`src/rtl/mips_pkg.sv`:
```
// Shared definitions for the multiply/divide unit of the multicycle MIPS
// datapath: the controller state encoding, the operation selector and the
// default operand width and iteration count.
package mips_pkg;

  localparam int unsigned MD_WIDTH = 32;
  localparam int unsigned MD_ITER  = 32;

  typedef enum logic [1:0] {
    IDLE,
    CALC,
    SIGN,
    DONE
  } state_t;

  typedef enum logic {
    OP_MULT,
    OP_DIV
  } op_t;

endpackage

```
`src/rtl/mult_div_unit_abs_neg.sv`:
```
// Conditional two's-complement negation.
// Used to turn the signed operands into unsigned magnitudes and to apply the
// latched result signs to the product, quotient and remainder.
//   i_val  WIDTH  input value
//   i_neg  1      negate when high
//   o_val  WIDTH  i_neg ? -i_val : i_val
module abs_neg #(
  parameter int unsigned WIDTH = 32
) (
  input  logic [WIDTH-1:0] i_val,
  input  logic             i_neg,
  output logic [WIDTH-1:0] o_val
);

  always_comb begin
    o_val = i_neg ? (~i_val + WIDTH'(1)) : i_val;
  end

endmodule

```
`src/rtl/mult_div_unit.sv`:
```
// Sequential signed multiplier / divider producing HI and LO for the
// mfhi/mflo write-back path. Multiply is shift-add and divide is restoring
// division, both on unsigned magnitudes and sharing one accumulator and one
// (WIDTH+1)-bit adder; signs are applied in a final SIGN step.
//   clk          1      rising-edge clock
//   reset        1      synchronous, active-high
//   start_mult   1      one-cycle request: signed a*b
//   start_div    1      one-cycle request: signed a/b
//   a, b         WIDTH  operands
//   hi, lo       WIDTH  product[2W-1:W]/product[W-1:0] or remainder/quotient
//   busy         1      high whenever the controller is not idle
//   done         1      one-cycle pulse when hi/lo have just been updated
//   div_by_zero  1      set by a divide with b==0, cleared by the next start
module mult_div_unit
  import mips_pkg::*;
#(
  parameter int unsigned WIDTH = MD_WIDTH,
  parameter int unsigned ITER  = MD_ITER
) (
  input  logic             clk,
  input  logic             reset,
  input  logic             start_mult,
  input  logic             start_div,
  input  logic [WIDTH-1:0] a,
  input  logic [WIDTH-1:0] b,
  output logic [WIDTH-1:0] hi,
  output logic [WIDTH-1:0] lo,
  output logic             busy,
  output logic             done,
  output logic             div_by_zero
);

  localparam int unsigned CW = (ITER > 1) ? $clog2(ITER) : 1;

  state_t             r_state;
  state_t             w_next;
  op_t                r_op;
  logic [WIDTH-1:0]   r_opnd;      // multiplicand or divisor magnitude
  logic [2*WIDTH-1:0] r_acc;       // {hi-half, lo-half} or {rem, quot}
  logic               r_sign_pq;   // product / quotient sign
  logic               r_sign_r;    // remainder sign
  logic [CW-1:0]      r_cnt;
  logic [WIDTH-1:0]   r_hi;
  logic [WIDTH-1:0]   r_lo;
  logic               r_dbz;

  logic               w_accept;
  logic               w_sel_mult;
  logic               w_b_zero;
  logic               w_dbz;
  logic [WIDTH-1:0]   w_mag_a;
  logic [WIDTH-1:0]   w_mag_b;
  logic [2*WIDTH-1:0] w_shl;
  logic [WIDTH-1:0]   w_add_a;
  logic [WIDTH:0]     w_add_b;
  logic               w_cin;
  logic [WIDTH:0]     w_sum;
  logic [2*WIDTH-1:0] w_step;
  logic [2*WIDTH-1:0] w_prod;
  logic [WIDTH-1:0]   w_quot;
  logic [WIDTH-1:0]   w_rem;

  // Operand magnitudes; 0x80..0 maps to unsigned 2^(WIDTH-1) without overflow.
  abs_neg #(.WIDTH(WIDTH)) u_abs_a (.i_val(a), .i_neg(a[WIDTH-1]), .o_val(w_mag_a));
  abs_neg #(.WIDTH(WIDTH)) u_abs_b (.i_val(b), .i_neg(b[WIDTH-1]), .o_val(w_mag_b));

  // Result sign fix-up: full-width product, independent quotient/remainder.
  abs_neg #(.WIDTH(2*WIDTH)) u_neg_p (.i_val(r_acc), .i_neg(r_sign_pq), .o_val(w_prod));
  abs_neg #(.WIDTH(WIDTH)) u_neg_q (.i_val(r_acc[WIDTH-1:0]), .i_neg(r_sign_pq), .o_val(w_quot));
  abs_neg #(.WIDTH(WIDTH)) u_neg_r (.i_val(r_acc[2*WIDTH-1:WIDTH]), .i_neg(r_sign_r), .o_val(w_rem));

  always_comb begin
    w_accept   = (r_state == IDLE) && (start_mult || start_div);
    w_sel_mult = start_mult;
    w_b_zero   = (b == '0);
    w_dbz      = !start_mult && start_div && w_b_zero;
  end

  // Shared adder: multiply adds the multiplicand into the upper half;
  // divide subtracts the divisor from the shifted remainder as A + ~B + 1,
  // so the top bit of the (WIDTH+1)-bit sum flags a negative trial result.
  always_comb begin
    w_shl   = {r_acc[2*WIDTH-2:0], 1'b0};
    w_add_a = '0;
    w_add_b = '0;
    w_cin   = 1'b0;
    if (r_op == OP_MULT) begin
      w_add_a = r_acc[2*WIDTH-1:WIDTH];
      w_add_b = {1'b0, r_opnd};
      w_cin   = 1'b0;
    end else begin
      w_add_a = w_shl[2*WIDTH-1:WIDTH];
      w_add_b = ~{1'b0, r_opnd};
      w_cin   = 1'b1;
    end
    w_sum = {1'b0, w_add_a} + w_add_b + (WIDTH+1)'(w_cin);

    w_step = r_acc;
    if (r_op == OP_MULT) begin
      if (r_acc[0]) begin
        w_step = {w_sum, r_acc[WIDTH-1:1]};
      end else begin
        w_step = {1'b0, r_acc[2*WIDTH-1:1]};
      end
    end else begin
      if (w_sum[WIDTH]) begin
        w_step = w_shl;
      end else begin
        w_step = {w_sum[WIDTH-1:0], w_shl[WIDTH-1:1], 1'b1};
      end
    end
  end

  always_ff @(posedge clk) begin
    if (reset) begin
      r_state <= IDLE;
    end else begin
      r_state <= w_next;
    end
  end

  always_comb begin
    w_next = r_state;
    busy   = 1'b0;
    done   = 1'b0;
    case (r_state)
      IDLE: begin
        if (w_accept) begin
          w_next = w_dbz ? DONE : CALC;
        end
      end
      CALC: begin
        busy = 1'b1;
        if (r_cnt == CW'(ITER - 1)) begin
          w_next = SIGN;
        end
      end
      SIGN: begin
        busy   = 1'b1;
        w_next = DONE;
      end
      DONE: begin
        busy   = 1'b1;
        done   = 1'b1;
        w_next = IDLE;
      end
      default: w_next = IDLE;
    endcase
  end

  always_ff @(posedge clk) begin
    if (reset) begin
      r_op      <= OP_MULT;
      r_opnd    <= '0;
      r_acc     <= '0;
      r_sign_pq <= 1'b0;
      r_sign_r  <= 1'b0;
      r_cnt     <= '0;
      r_hi      <= '0;
      r_lo      <= '0;
      r_dbz     <= 1'b0;
    end else begin
      case (r_state)
        IDLE: begin
          if (w_accept) begin
            r_op      <= w_sel_mult ? OP_MULT : OP_DIV;
            r_sign_pq <= a[WIDTH-1] ^ b[WIDTH-1];
            r_sign_r  <= a[WIDTH-1];
            r_cnt     <= '0;
            r_dbz     <= w_dbz;
            if (w_sel_mult) begin
              r_opnd <= w_mag_a;
              r_acc  <= {{WIDTH{1'b0}}, w_mag_b};
            end else begin
              r_opnd <= w_mag_b;
              r_acc  <= {{WIDTH{1'b0}}, w_mag_a};
            end
          end
        end
        CALC: begin
          r_acc <= w_step;
          r_cnt <= r_cnt + CW'(1);
        end
        SIGN: begin
          if (r_op == OP_MULT) begin
            r_hi <= w_prod[2*WIDTH-1:WIDTH];
            r_lo <= w_prod[WIDTH-1:0];
          end else begin
            r_hi <= w_rem;
            r_lo <= w_quot;
          end
        end
        default: ;
      endcase
    end
  end

  always_comb begin
    hi          = r_hi;
    lo          = r_lo;
    div_by_zero = r_dbz;
  end

endmodule

```
`config.mk`:
```
export PLATFORM = sky130hd
export DESIGN_NAME = mult_div_unit
export DESIGN_NICKNAME = d
export VERILOG_FILES = /design/src/rtl/mips_pkg.sv /design/src/rtl/mult_div_unit_abs_neg.sv /design/src/rtl/mult_div_unit.sv
export SDC_FILE = /design/constraint.sdc
export NUM_CORES = 1
export LEC_CHECK = 0
export ABC_CLOCK_PERIOD_IN_PS = 12930
export BUFFER_PORTS_ARGS = -buffer_cell sky130_fd_sc_hd__buf_2
export CORE_MARGIN = 8
export CORE_UTILIZATION = 52
export CTS_CLUSTER_DIAMETER = 150
export DETAILED_ROUTE_END_ITERATION = 10
export PLACE_DENSITY_LB_ADDON = 0.25
export SLEW_MARGIN = 20
export SYNTH_ARGS = -nofsm -noshare
export SYNTH_HDL_FRONTEND = slang
export SYNTH_SLANG_ARGS = --single-unit
```
`constraint.sdc`:
```
create_clock -name clk -period 12.93 [get_ports clk]
set_input_delay 0.6465 -clock clk [delete_from_list [all_inputs] [get_ports clk]]
set_output_delay 0.6465 -clock clk [all_outputs]
set_load 0.01 [all_outputs]
```
* Word level (Yosys, flattened, before mapping)
Cells that the tools add are included.
Operators by class: $add $sub $neg 8, equality and inequality tests 6, reduce and logical (&&, ||, !) cells 12, bitwise logic cells 7, muxes and demuxes 26
Operators with widths (number):
- $mux W64 | 5
- $mux W32 | 9
- $add A32 B1 Y32 const B | 4
- $not A32 Y32 | 4
- $pmux W64 S2 | 1
- $add A64 B1 Y64 const B | 1
- $not A64 Y64 | 1
- $add A32 B33 Y33 | 1
- $add A33 B1 Y33 | 1
- $mux W33 | 1
- $not A32 Y33 | 1
- $logic_not A32 Y1 | 1
- $pmux W5 S2 | 1
- $pmux W2 S4 | 1
- $mux W2 | 3
- $reduce_and A2 Y1 | 3
- $add A5 B1 Y5 const B | 1
- $eq A5 B5 Y1 const B | 1
- $mux W5 | 1
- $eq A2 B2 Y1 const B | 2
- $mux W1 | 4
- $ne A2 B2 Y1 const B | 2
- $logic_and A1 B1 Y1 | 3
- $reduce_or A3 Y1 | 1
- other kinds (6) | 6
Storage, ports and cells: input port bits 68, output and inout bits 67, bits in registers 171

* Logic depth before layout (Yosys ltp)
Gate-level depths: netlist of run 1.
depth after elaboration 7, gate-level depth with buffers 17, depth with buffers taken out 11

* By module
From an unflattened synthesis of run 1, not the netlist that was laid out.
Unflattened totals: cells, all modules 1916, area, all modules 15876.5 um2
Modules (own cells, without submodules):
- mult_div_unit | cells each 1314, sequential area each 3423.3 um2, area an instance 11119.4 um2, instances 1
- abs_neg (u_abs_a ...) | cells each 99, sequential area each 0.0 um2, area an instance 777.0 um2, instances 4
- abs_neg (u_neg_p) | cells each 206, sequential area each 0.0 um2, area an instance 1649.1 um2, instances 1

* Worst setup path before layout of run 1
Ideal clock, no wire load.
kind reg-to-reg, from reg r_op, to reg r_acc[56], period minus slack after synthesis 4.564 ns, data required time 12.806 ns, slack 8.366 ns, path buffers 6, stages on the path, launching flop included 17, arrival time 4.439 ns, setup time 0.124 ns, cells stage by stage dfxtp_1 buf_1 clkbuf_1 clkbuf_1 clkbuf_1 mux2_2 ha_1 clkbuf_1 nand4_1 nor4_1 and3_1 nor2_1 a211oi_2 clkbuf_1 o221ai_1 a32oi_1 a21oi_1
On the way: word-level cells in the longest chain between the ends 6
RTL lines:
- from (decl) | line mult_div_unit.sv:37 | op_t r_op;
- from (signal assigned) | line mult_div_unit.sv:166 | r_op <= w_sel_mult ? OP_MULT : OP_DIV;
- $mux W32 or $mux W33 (tied branches) | line mult_div_unit.sv:87 | if (r_op == OP_MULT) begin
- $add A32 B33 Y33 | line mult_div_unit.sv:96 | w_sum = {1'b0, w_add_a} + w_add_b + (WIDTH+1)'(w_cin);
- $add A33 B1 Y33 | line mult_div_unit.sv:96
- $mux W64, on equally long branches | line mult_div_unit.sv:100, mult_div_unit.sv:106
- $mux W64 (*) | line mult_div_unit.sv:99 | if (r_op == OP_MULT) begin
- $pmux W64 S2 (*) | line mult_div_unit.sv:163 | case (r_state)
- to (signal assigned) | line mult_div_unit.sv:173 | r_acc <= {{WIDTH{1'b0}}, w_mag_b};
- to (signal assigned) | line mult_div_unit.sv:176 | r_acc <= {{WIDTH{1'b0}}, w_mag_a};
- to (signal assigned) | line mult_div_unit.sv:181 | r_acc <= w_step;
- to (decl) | line mult_div_unit.sv:39 | logic [2*WIDTH-1:0] r_acc;
Every way passes the cells marked *; elsewhere a longest branch is shown, timed or not. A chain may end at the register's enable or synchronous reset.

* Final worst setup path of run 1
from reg r_op, to reg r_acc[57]
Same word-level chain as after synthesis.

==> metrics.yaml, run 1 <==
synthArstFlopShare_pct: 0
seq_power_share_pct: 29.4
finalCritPeriodShare_pct: 43.5
synth_edf_count: 0
clk_latency_ns: 0.43
synth.distinct_cells: 75
cp.arrival_ns: 5.93
multi_input_area_um2: 9340
diodes: 0
rows: 58
postCtsSetupBuffers: 0
antenna_found_initial: 0
hold_viol: 0
critPathRequiredTime_ns: 13.23
yosys_warnings: 0
vias: 13500
yosysTopAreaCell: "dfxtp_1"
switching_share_pct: 48.5
max-slew-margin-rel_pct: 28.1
layout_commonest_cell: "nor2_1"
placed_area_um2: 14100
synth_area_per_cell_um2: 7.65
die_h_um: 176
grt_pass1_wl_um: 68800
start_util_pct: 53.0
cellPowerDensity_nw_per_um2: 202
cts_buffers: 17
viasPerCell: 6.38
htree_num_levels: 4
final_antenna_net_count: 0
post-route-cell-area_um2: 14700
ir_drop_v: 0.000155
tns_ns: 0
place_ws_ns: 7.43
crit_type: "reg -> reg"
syn-cell-area_um2: 13400
hp-class: "reg -> reg"
cts_tree: "yes"
synth_top_flop_cell: "dfxtp_1"
worst_slew_pin_slew_ns: 1.08
dp_hpwl_um: 33100
cts_resized: 0
setup_viol: 0
drive_gt1_share_pct: 14.4
syn2layout_area_growth_pct: 9.75
grt_max_degree: 75
max_freq_ghz: 0.178
grt_pass1_vias: 12300
drv_slew: 0
cts-root-buf: "clkbuf_16"
crit_path_end_kind: "register"
switchingPower_w: 0.00144
final_cell_mix: "200 x nor2_1, 170 x nand2_1, 170 x dfxtp_1, 133 x buf_2, 105 x xor2_1"
synth-seq-cells: 171
yosys-top-cells-area: "dfxtp_1 26%, xor2_1 6.9%, nor2_1 5.7%"
drt_iter0_drc: 1537
fp.dieW_um: 176
p_comb_share_pct: 53.3
clk_pin_slew_ns: 0.07
portBuffers: 134
hold_buffers: 0
routedWlPerCell_um: 20.7
num_io_pins: 135
crit_fanout: 72
grt_usage_pct: 27.2
core_area_um2: 25300
power_frac_clock_pct: 17.3
rsz0062_at_grt: "no"
status: "finished, final reports clean"
skew_ns: 0.0113
synthCells: 1750
yosysTopAreaCellShare_pct: 25.6
drc: 0
final-seq-area_um2: 3430
wirelength_um: 43900
synth.yosys.seq_area_share_pct: 25.6
maxCapViolations: 0
p_int_w: 0.00153
grt.overflow.total: 0
crit_path_start_kind: "register"
gp_congestion: 0.992
fin_ws_ns: 7.30
drt_first_pass_iters: 6
cts.sinks: 171
n_fill_cell: 2397
cellLeakagePower_nw: 5.87
clock_path_buffers: 2
die_area_um2: 31100
synth_nets: 1861
fin_crit_ns: 5.63
nets: 1892
[final timing paths]
check / from / endpoint / slack, ns / cells after the start
max: r_op / r_acc[57] / 7.30 / 12
min: r_opnd[2] / r_opnd[2] / 0.47 / 2
max reg2reg: r_op / r_acc[57] / 7.30 / 12
min reg2reg: r_opnd[2] / r_opnd[2] / 0.47 / 2
[area by class of cell]
type | instances | share of cell area [%]
multi-input combinational | 1405 | 63.5
tap | 330 | 2.81
clock inverter | 14 | 1.01
inverter | 35 | 0.894
timing repair buffer | 151 | 5.45
sequential | 171 | 23.3
clock buffer | 18 | 2.99
[power by group through the flow]
stage / sequential, W / clock [W] / combinational [W]
floorplan: 0.000824 / 0 / 0.00114
global placement: 0.000871 / 0 / 0.00153
detailed placement: 0.000877 / 0 / 0.00155
CTS: 0.000867 / 0.000518 / 0.00156
global route: 0.000892 / 0.000541 / 0.00174
finish: 0.000872 / 0.000513 / 0.00158
[synth_stat cells, types with 18 or more instances]
cell type / number
a211oi_1: 87
a21oi_1: 90
clkbuf_1: 121
dfxtp_1: 171
ha_1: 42
inv_1: 34
mux2_2: 47
mux2i_1: 52
nand2_1: 170
nand3_1: 26
nor2_1: 202
nor3_1: 46
o21ai_0: 94
o21ai_1: 25
o31ai_1: 35
or3_1: 24
or4_1: 18
xnor2_1: 76
xor2_1: 105
[cells by family (layout without fill, tap and decap cells)]
| group | after synthesis | after routing | synth area share, % |
|---|---|---|---|
| AOI/OAI and AO/OA | 516 | 516 | 26.3 |
| and+or+nand+nor | 566 | 566 | 19.5 |
| muxes | 99 | 99 | 7.84 |
| xor gates and xnor gates | 181 | 181 | 11.8 |
| DFF | 171 | 171 | 25.6 |
| buffers and inverters | 174 | 218 | 4.91 |
| adders and majority gates | 43 | 43 | 4.07 |
[registers in the layout, summed over array words and instances, names as in the netlist]
register and flops:
r_opnd 32, lo 32, r_sign_pq 1, r_sign_r 1, hi 32, r_acc 64, r_cnt 5, div_by_zero 1
r_state 2, r_op 1
[metal layers]
layer | global-route usage (%) | wire [µm]
met5 | 0 | 0
met4 | 8.09 | 974
met3 | 5.66 | 4780
met2 | 38.4 | 18000
met1 | 40.6 | 20100
[through the flow]
step	instances	util, %	hold slack, ns	total power, W
3_5_place_dp	2092	55.9	0.462	0.00243
3_3_place_gp	2092	55.9	0.454	0.00240
5_1_grt	2124	58.2	0.498	0.00317
6_report	2124	58.2	0.468	0.00297
2_1_floorplan	1750	-	0.443	0.00196
4_1_cts	2124	58.2	0.472	0.00295
[worst max-delay path: stages (launching register included)]
cell	delay [ns]
dfxtp_4	0.68
buf_4	0.58
buf_4	0.68
mux2_2	0.42
ha_1	0.40
nand4_1	0.22
nor4_1	0.38
and3_1	0.23
nor2_1	0.07
a211oi_2	0.90
nor2_1	0.38
a221oi_1	0.41
o31ai_1	0.12
(Power assumes the default switching activity.)
==> run 2, diff against run 1 <==
--- a/config.mk
+++ b/config.mk
@@ -5,7 +5,7 @@
 export SDC_FILE = /design/constraint.sdc
 export NUM_CORES = 1
 export LEC_CHECK = 0
-export ABC_CLOCK_PERIOD_IN_PS = 12930
+export ABC_CLOCK_PERIOD_IN_PS = 4900
 export BUFFER_PORTS_ARGS = -buffer_cell sky130_fd_sc_hd__buf_2
 export CORE_MARGIN = 8
 export CORE_UTILIZATION = 52
==> constraint.sdc (replaced) <==
create_clock -name clk -period 4.9 [get_ports clk]
set_input_delay 0.245 -clock clk [delete_from_list [all_inputs] [get_ports clk]]
set_output_delay 0.245 -clock clk [all_outputs]
set_load 0.01 [all_outputs]
==> metrics.yaml, run 2 (synthesized netlist as in run 1, its figures left out) <==
status: "finished, final reports clean"
finalCritPeriodShare_pct: 87.6
final_cell_count_no_fill: 2137
clk_latency_ns: 0.44
fp.dieW_um: 176
hp-class: "in -> reg"
portBuffers: 134
cellPowerDensity_nw_per_um2: 535
rsz0062_at_grt: "no"
cp.arrival_ns: 4.59
postCtsSetupBuffers: 0
cp_cell_sequence: "buf_4 -> mux2_2 -> ha_1 -> nand2_1 -> nor4_1 -> and3_1 -> or2_1 -> o21ai_1 -> o21ai_2 -> mux2i_1 -> a2111oi_0"
dp_cells: 2104
wirelength_um: 44800
maxCapViolations: 0
critPathRequiredTime_ns: 5.20
crit_path_start_kind: "register"
timing.hold.ws_ns: 0.205
switching_share_pct: 48.2
core_area_um2: 25300
skew_ns: 0.0139
nets: 1904
routedWlPerCell_um: 21.0
clk_pin_slew_ns: 0.08
power_frac_clock_pct: 17.8
syn2layout_area_growth_pct: 10.8
viasPerCell: 6.38
seq_power_share_pct: 29.0
dp_hpwl_um: 34100
htree_num_levels: 4
p_int_w: 0.00412
cts_buffers: 17
post-route-cell-area_um2: 14800
cts_tree: "yes"
cp_slowest_cell: "o21ai_2"
vias: 13600
placed_area_um2: 14200
layout_commonest_cell: "nor2_1"
clock_path_buffers: 2
fin_crit_ns: 4.29
cts_resized: 0
grt_pass1_wl_um: 69500
drt_iter0_drc: 1544
antenna_found_initial: 0
place_ws_ns: 0.736
grt.overflow.total: 0
start_util_pct: 53.0
rows: 58
die_area_um2: 31100
drt_first_pass_iters: 5
drive_gt1_share_pct: 15.0
grt_pass1_vias: 12400
drc: 0
setup_viol: 0
gp_congestion: 1.01
cts-root-buf: "clkbuf_16"
crit_fanout: 28
hold_viol: 0
final_antenna_net_count: 0
die_h_um: 176
max-slew-margin-rel_pct: 31.7
grt_max_degree: 78
final_cell_mix: "200 x nor2_1, 170 x nand2_1, 170 x dfxtp_1, 133 x buf_2, 105 x xor2_1"
cpPeakStageDelay_ns: 0.82
drv_slew: 0
hold_buffers: 0
crit_path_end_kind: "register"
worst_slew_pin_slew_ns: 1.02
grt_usage_pct: 27.5
max_freq_ghz: 0.233
largest_reg_flops: 64
tns_ns: 0
crit_type: "reg -> reg"
n_fill_cell: 2369
switchingPower_w: 0.00383
top_register: "r_acc"
p_comb_share_pct: 53.2
num_io_pins: 135
ir_drop_v: 0.000604
cts.sinks: 171
cellLeakagePower_nw: 5.95
fin_ws_ns: 0.605
[run 2: layout make-up]
cell class | instances | area (µm²) | area share (%)
diodes | 1 | 2.50 | 0.0169
clock buffers | 18 | 439 | 2.96
clock inverters | 14 | 175 | 1.18
inverters | 35 | 131 | 0.886
multi-input cells | 1405 | 9340 | 63.0
flip-flops and latches | 171 | 3430 | 23.1
well taps | 330 | 413 | 2.78
repair buffers | 163 | 903 | 6.09
[run 2: routing by layer]
metal / vias up / routed length [µm] / part of all wire [%] / track usage [%]
met4: 0 / 1190 / 2.7 / 9.25
met1: 6292 / 20300 / 45 / 41.4
met5: - / 0 / 0 / 0
met3: 73 / 5180 / 12 / 4.53
met2: 781 / 18200 / 41 / 38.5
li1: 6482 / - / - / -
[run 2: final timing paths]
check / from / to / slack (ns) / cells after the start
worst max-delay path: r_op / r_acc[54] / 0.61 / 11
worst min-delay path: a[25] / r_opnd[25] / 0.21 / 4
worst max register to register: r_op / r_acc[54] / 0.61 / 11
worst min register to register: div_by_zero / div_by_zero / 0.48 / 2
[run 2: power groups by stage]
stage               Combinational (W)  Clock [W]  Sequential [W]
floorplan                     0.00300          0         0.00218
global placement              0.00408          0         0.00230
detailed placement            0.00413          0         0.00232
CTS                           0.00416    0.00142         0.00229
global route                  0.00460    0.00149         0.00235
finish                        0.00422    0.00141         0.00230
[run 2: metrics by stage]
step	power (W)	util (%)
after floorplan	0.00517	-
after global placement	0.00638	56.3
after detailed placement	0.00645	56.3
after CTS	0.00786	58.7
after global routing	0.00844	58.7
final	0.00794	58.7
[run 2: critical path, delay by kind of cell (launching register included)]
| kind | cells | cell delay (ns) |
|---|---|---|
| AOI/OAI and AO/OA | 3 | 1.46 |
| DFF | 1 | 0.60 |
| and+or+nand+nor | 4 | 0.98 |
| muxes | 2 | 0.51 |
| buffers and inverters | 1 | 0.23 |
| adders and majority gates | 1 | 0.35 |
==> run 3, diff against run 2 <==
--- a/config.mk
+++ b/config.mk
@@ -12,6 +12,7 @@
 export CTS_CLUSTER_DIAMETER = 150
 export DETAILED_ROUTE_END_ITERATION = 10
 export PLACE_DENSITY_LB_ADDON = 0.25
+export RECOVER_POWER = 50
 export SLEW_MARGIN = 20
 export SYNTH_ARGS = -nofsm -noshare
 export SYNTH_HDL_FRONTEND = slang
==> metrics.yaml, run 3 (synthesized netlist as in run 1, its figures left out) <==
top_register: "r_acc"
drive_gt1_share_pct: 10.9
nets: 1904
r2r-start: "r_state[1]"
rsz0062_at_grt: "no"
cellLeakagePower_nw: 5.65
max-slew-margin-rel_pct: -68.7
gp_congestion: 1.01
use_met1_pct: 41.4
cp.arrival_ns: 4.60
cpPeakStageDelay_ns: 1.11
drc: 0
grt.overflow.total: 0
routedWlPerCell_um: 21.0
timing.hold.ws_ns: 0.202
setup_viol: 0
cp_cell_sequence: "inv_1 -> ha_1 -> clkbuf_1 -> or3b_2 -> o21ai_1 -> buf_4 -> a221o_1 -> a21oi_1 -> a2111oi_0"
drt_first_pass_iters: 6
crit_path_end_kind: "register"
clk_latency_ns: 0.44
grtUsageMet2_pct: 38.5
violations: "max-capacitance violations, max-slew violations"
antenna_found_initial: 0
grt_pass1_wl_um: 69500
reg2reg_depth: 9
hp-class: "in -> reg"
crit_type: "reg -> reg"
max_freq_ghz: 0.233
crit_start: "r_state[1]"
cts-root-buf: "clkbuf_16"
worst_slew_pin_slew_ns: 2.53
tns_ns: 0
die_area_um2: 31100
drv_slew: 94
layout_commonest_cell: "nor2_1"
finalCritPeriodShare_pct: 87.5
cts.sinks: 171
fin_crit_ns: 4.29
dp_hpwl_um: 34100
hold_buffers: 0
critPathRequiredTime_ns: 5.21
vias: 13600
grt_usage_pct: 27.5
postCtsSetupBuffers: 0
cellPowerDensity_nw_per_um2: 536
wirelength_um: 44800
timing.rr.end: "r_acc[54]"
final_cell_mix: "201 x nor2_1, 170 x nand2_1, 170 x dfxtp_1, 105 x xor2_1, 94 x o21ai_0"
num_io_pins: 135
crit_path_start_kind: "register"
fp.dieW_um: 176
htree_num_levels: 4
grt_max_degree: 78
start_util_pct: 53.0
die_h_um: 176
cts_tree: "yes"
portBuffers: 134
viasPerCell: 6.37
hold_viol: 0
clk_pin_slew_ns: 0.08
timing.critical_path.to: "r_acc[54]"
largest_reg_flops: 64
clock_path_buffers: 2
skew_ns: 0.0132
core_area_um2: 25300
grtUsageMet3_pct: 4.53
final_antenna_net_count: 0
cts_resized: 0
maxCapViolations: 2
rows: 58
cts_buffers: 17
crit_fanout: 29
syn2layout_area_growth_pct: 9.87
drt_iter0_drc: 1517
grt_pass1_vias: 12400
grt-busiest-layer: "met1"
ir_drop_v: 0.000528
status: "complete, but fails checks"
cp_slowest_cell: "o21ai_1"
reg2reg_slack_ns: 0.61
-- run 3: layer usage --
metal / vias to the layer above / wire length [µm]
met5: - / 0
met4: 0 / 1160
met3: 74 / 4860
met2: 756 / 18300
met1: 6317 / 20400
li1: 6473 / -
-- run 3: worst max-delay path, delay by kind of cell (launching register included) --
family | cells | cell delay (ns)
buffers and inverters | 3 | 1.37
AND/OR/NAND/NOR | 1 | 0.58
adder cells (fa/ha/maj) | 1 | 0.15
AO/OA/AOI/OAI | 4 | 1.69
flip-flops | 1 | 0.35
-- run 3: how the worst min path moves through the flow --
stage | startpoint | slack [ns] | end | depth (start not counted)
2_1_floorplan | r_opnd[10] | 0.44 | r_opnd[10] | 2
3_3_place_gp | r_opnd[6] | 0.46 | r_opnd[6] | 2
3_5_place_dp | r_opnd[6] | 0.46 | r_opnd[6] | 2
4_1_cts | a[25] | 0.19 | r_opnd[25] | 4
5_1_grt | a[25] | 0.22 | r_opnd[25] | 4
6_report | a[25] | 0.20 | r_opnd[25] | 4
-- run 3: cell type report --
type                       instances  area [µm²]
fill                            2414       10500
multi-input combinational       1405        9320
sequential                       171        3430
timing repair buffer             163         805
clock buffer                      18         439
tap                              330         413
clock inverter                    14         175
inverter                          35         131
antenna                            1        2.50
-- run 3: per-stage QoR --
stage / setup WS, ns / instance area (µm²) / utilization [%] / instances / power (W)
4_1_cts: 0.711 / 14800 / 58.7 / 2136 / 0.00786
5_1_grt: 0.375 / 14700 / 58.2 / 2136 / 0.00839
3_5_place_dp: 0.736 / 14200 / 56.3 / 2104 / 0.00645
2_1_floorplan: 0.336 / 13400 / - / 1750 / 0.00517
3_3_place_gp: 0.819 / 14200 / 56.3 / 2104 / 0.00638
6_report: 0.611 / 14700 / 58.3 / 2137 / 0.00789
-- run 3: where the power goes --
| group | leakage (nW) | total (W) | switching (W) | internal [W] |
|---|---|---|---|---|
| combinational | 3.95 | 0.00417 | 0.00265 | 0.00151 |
| sequential | 1.40 | 0.00231 | 0.000497 | 0.00181 |
| clock | 0.297 | 0.00142 | 0.000670 | 0.000747 |
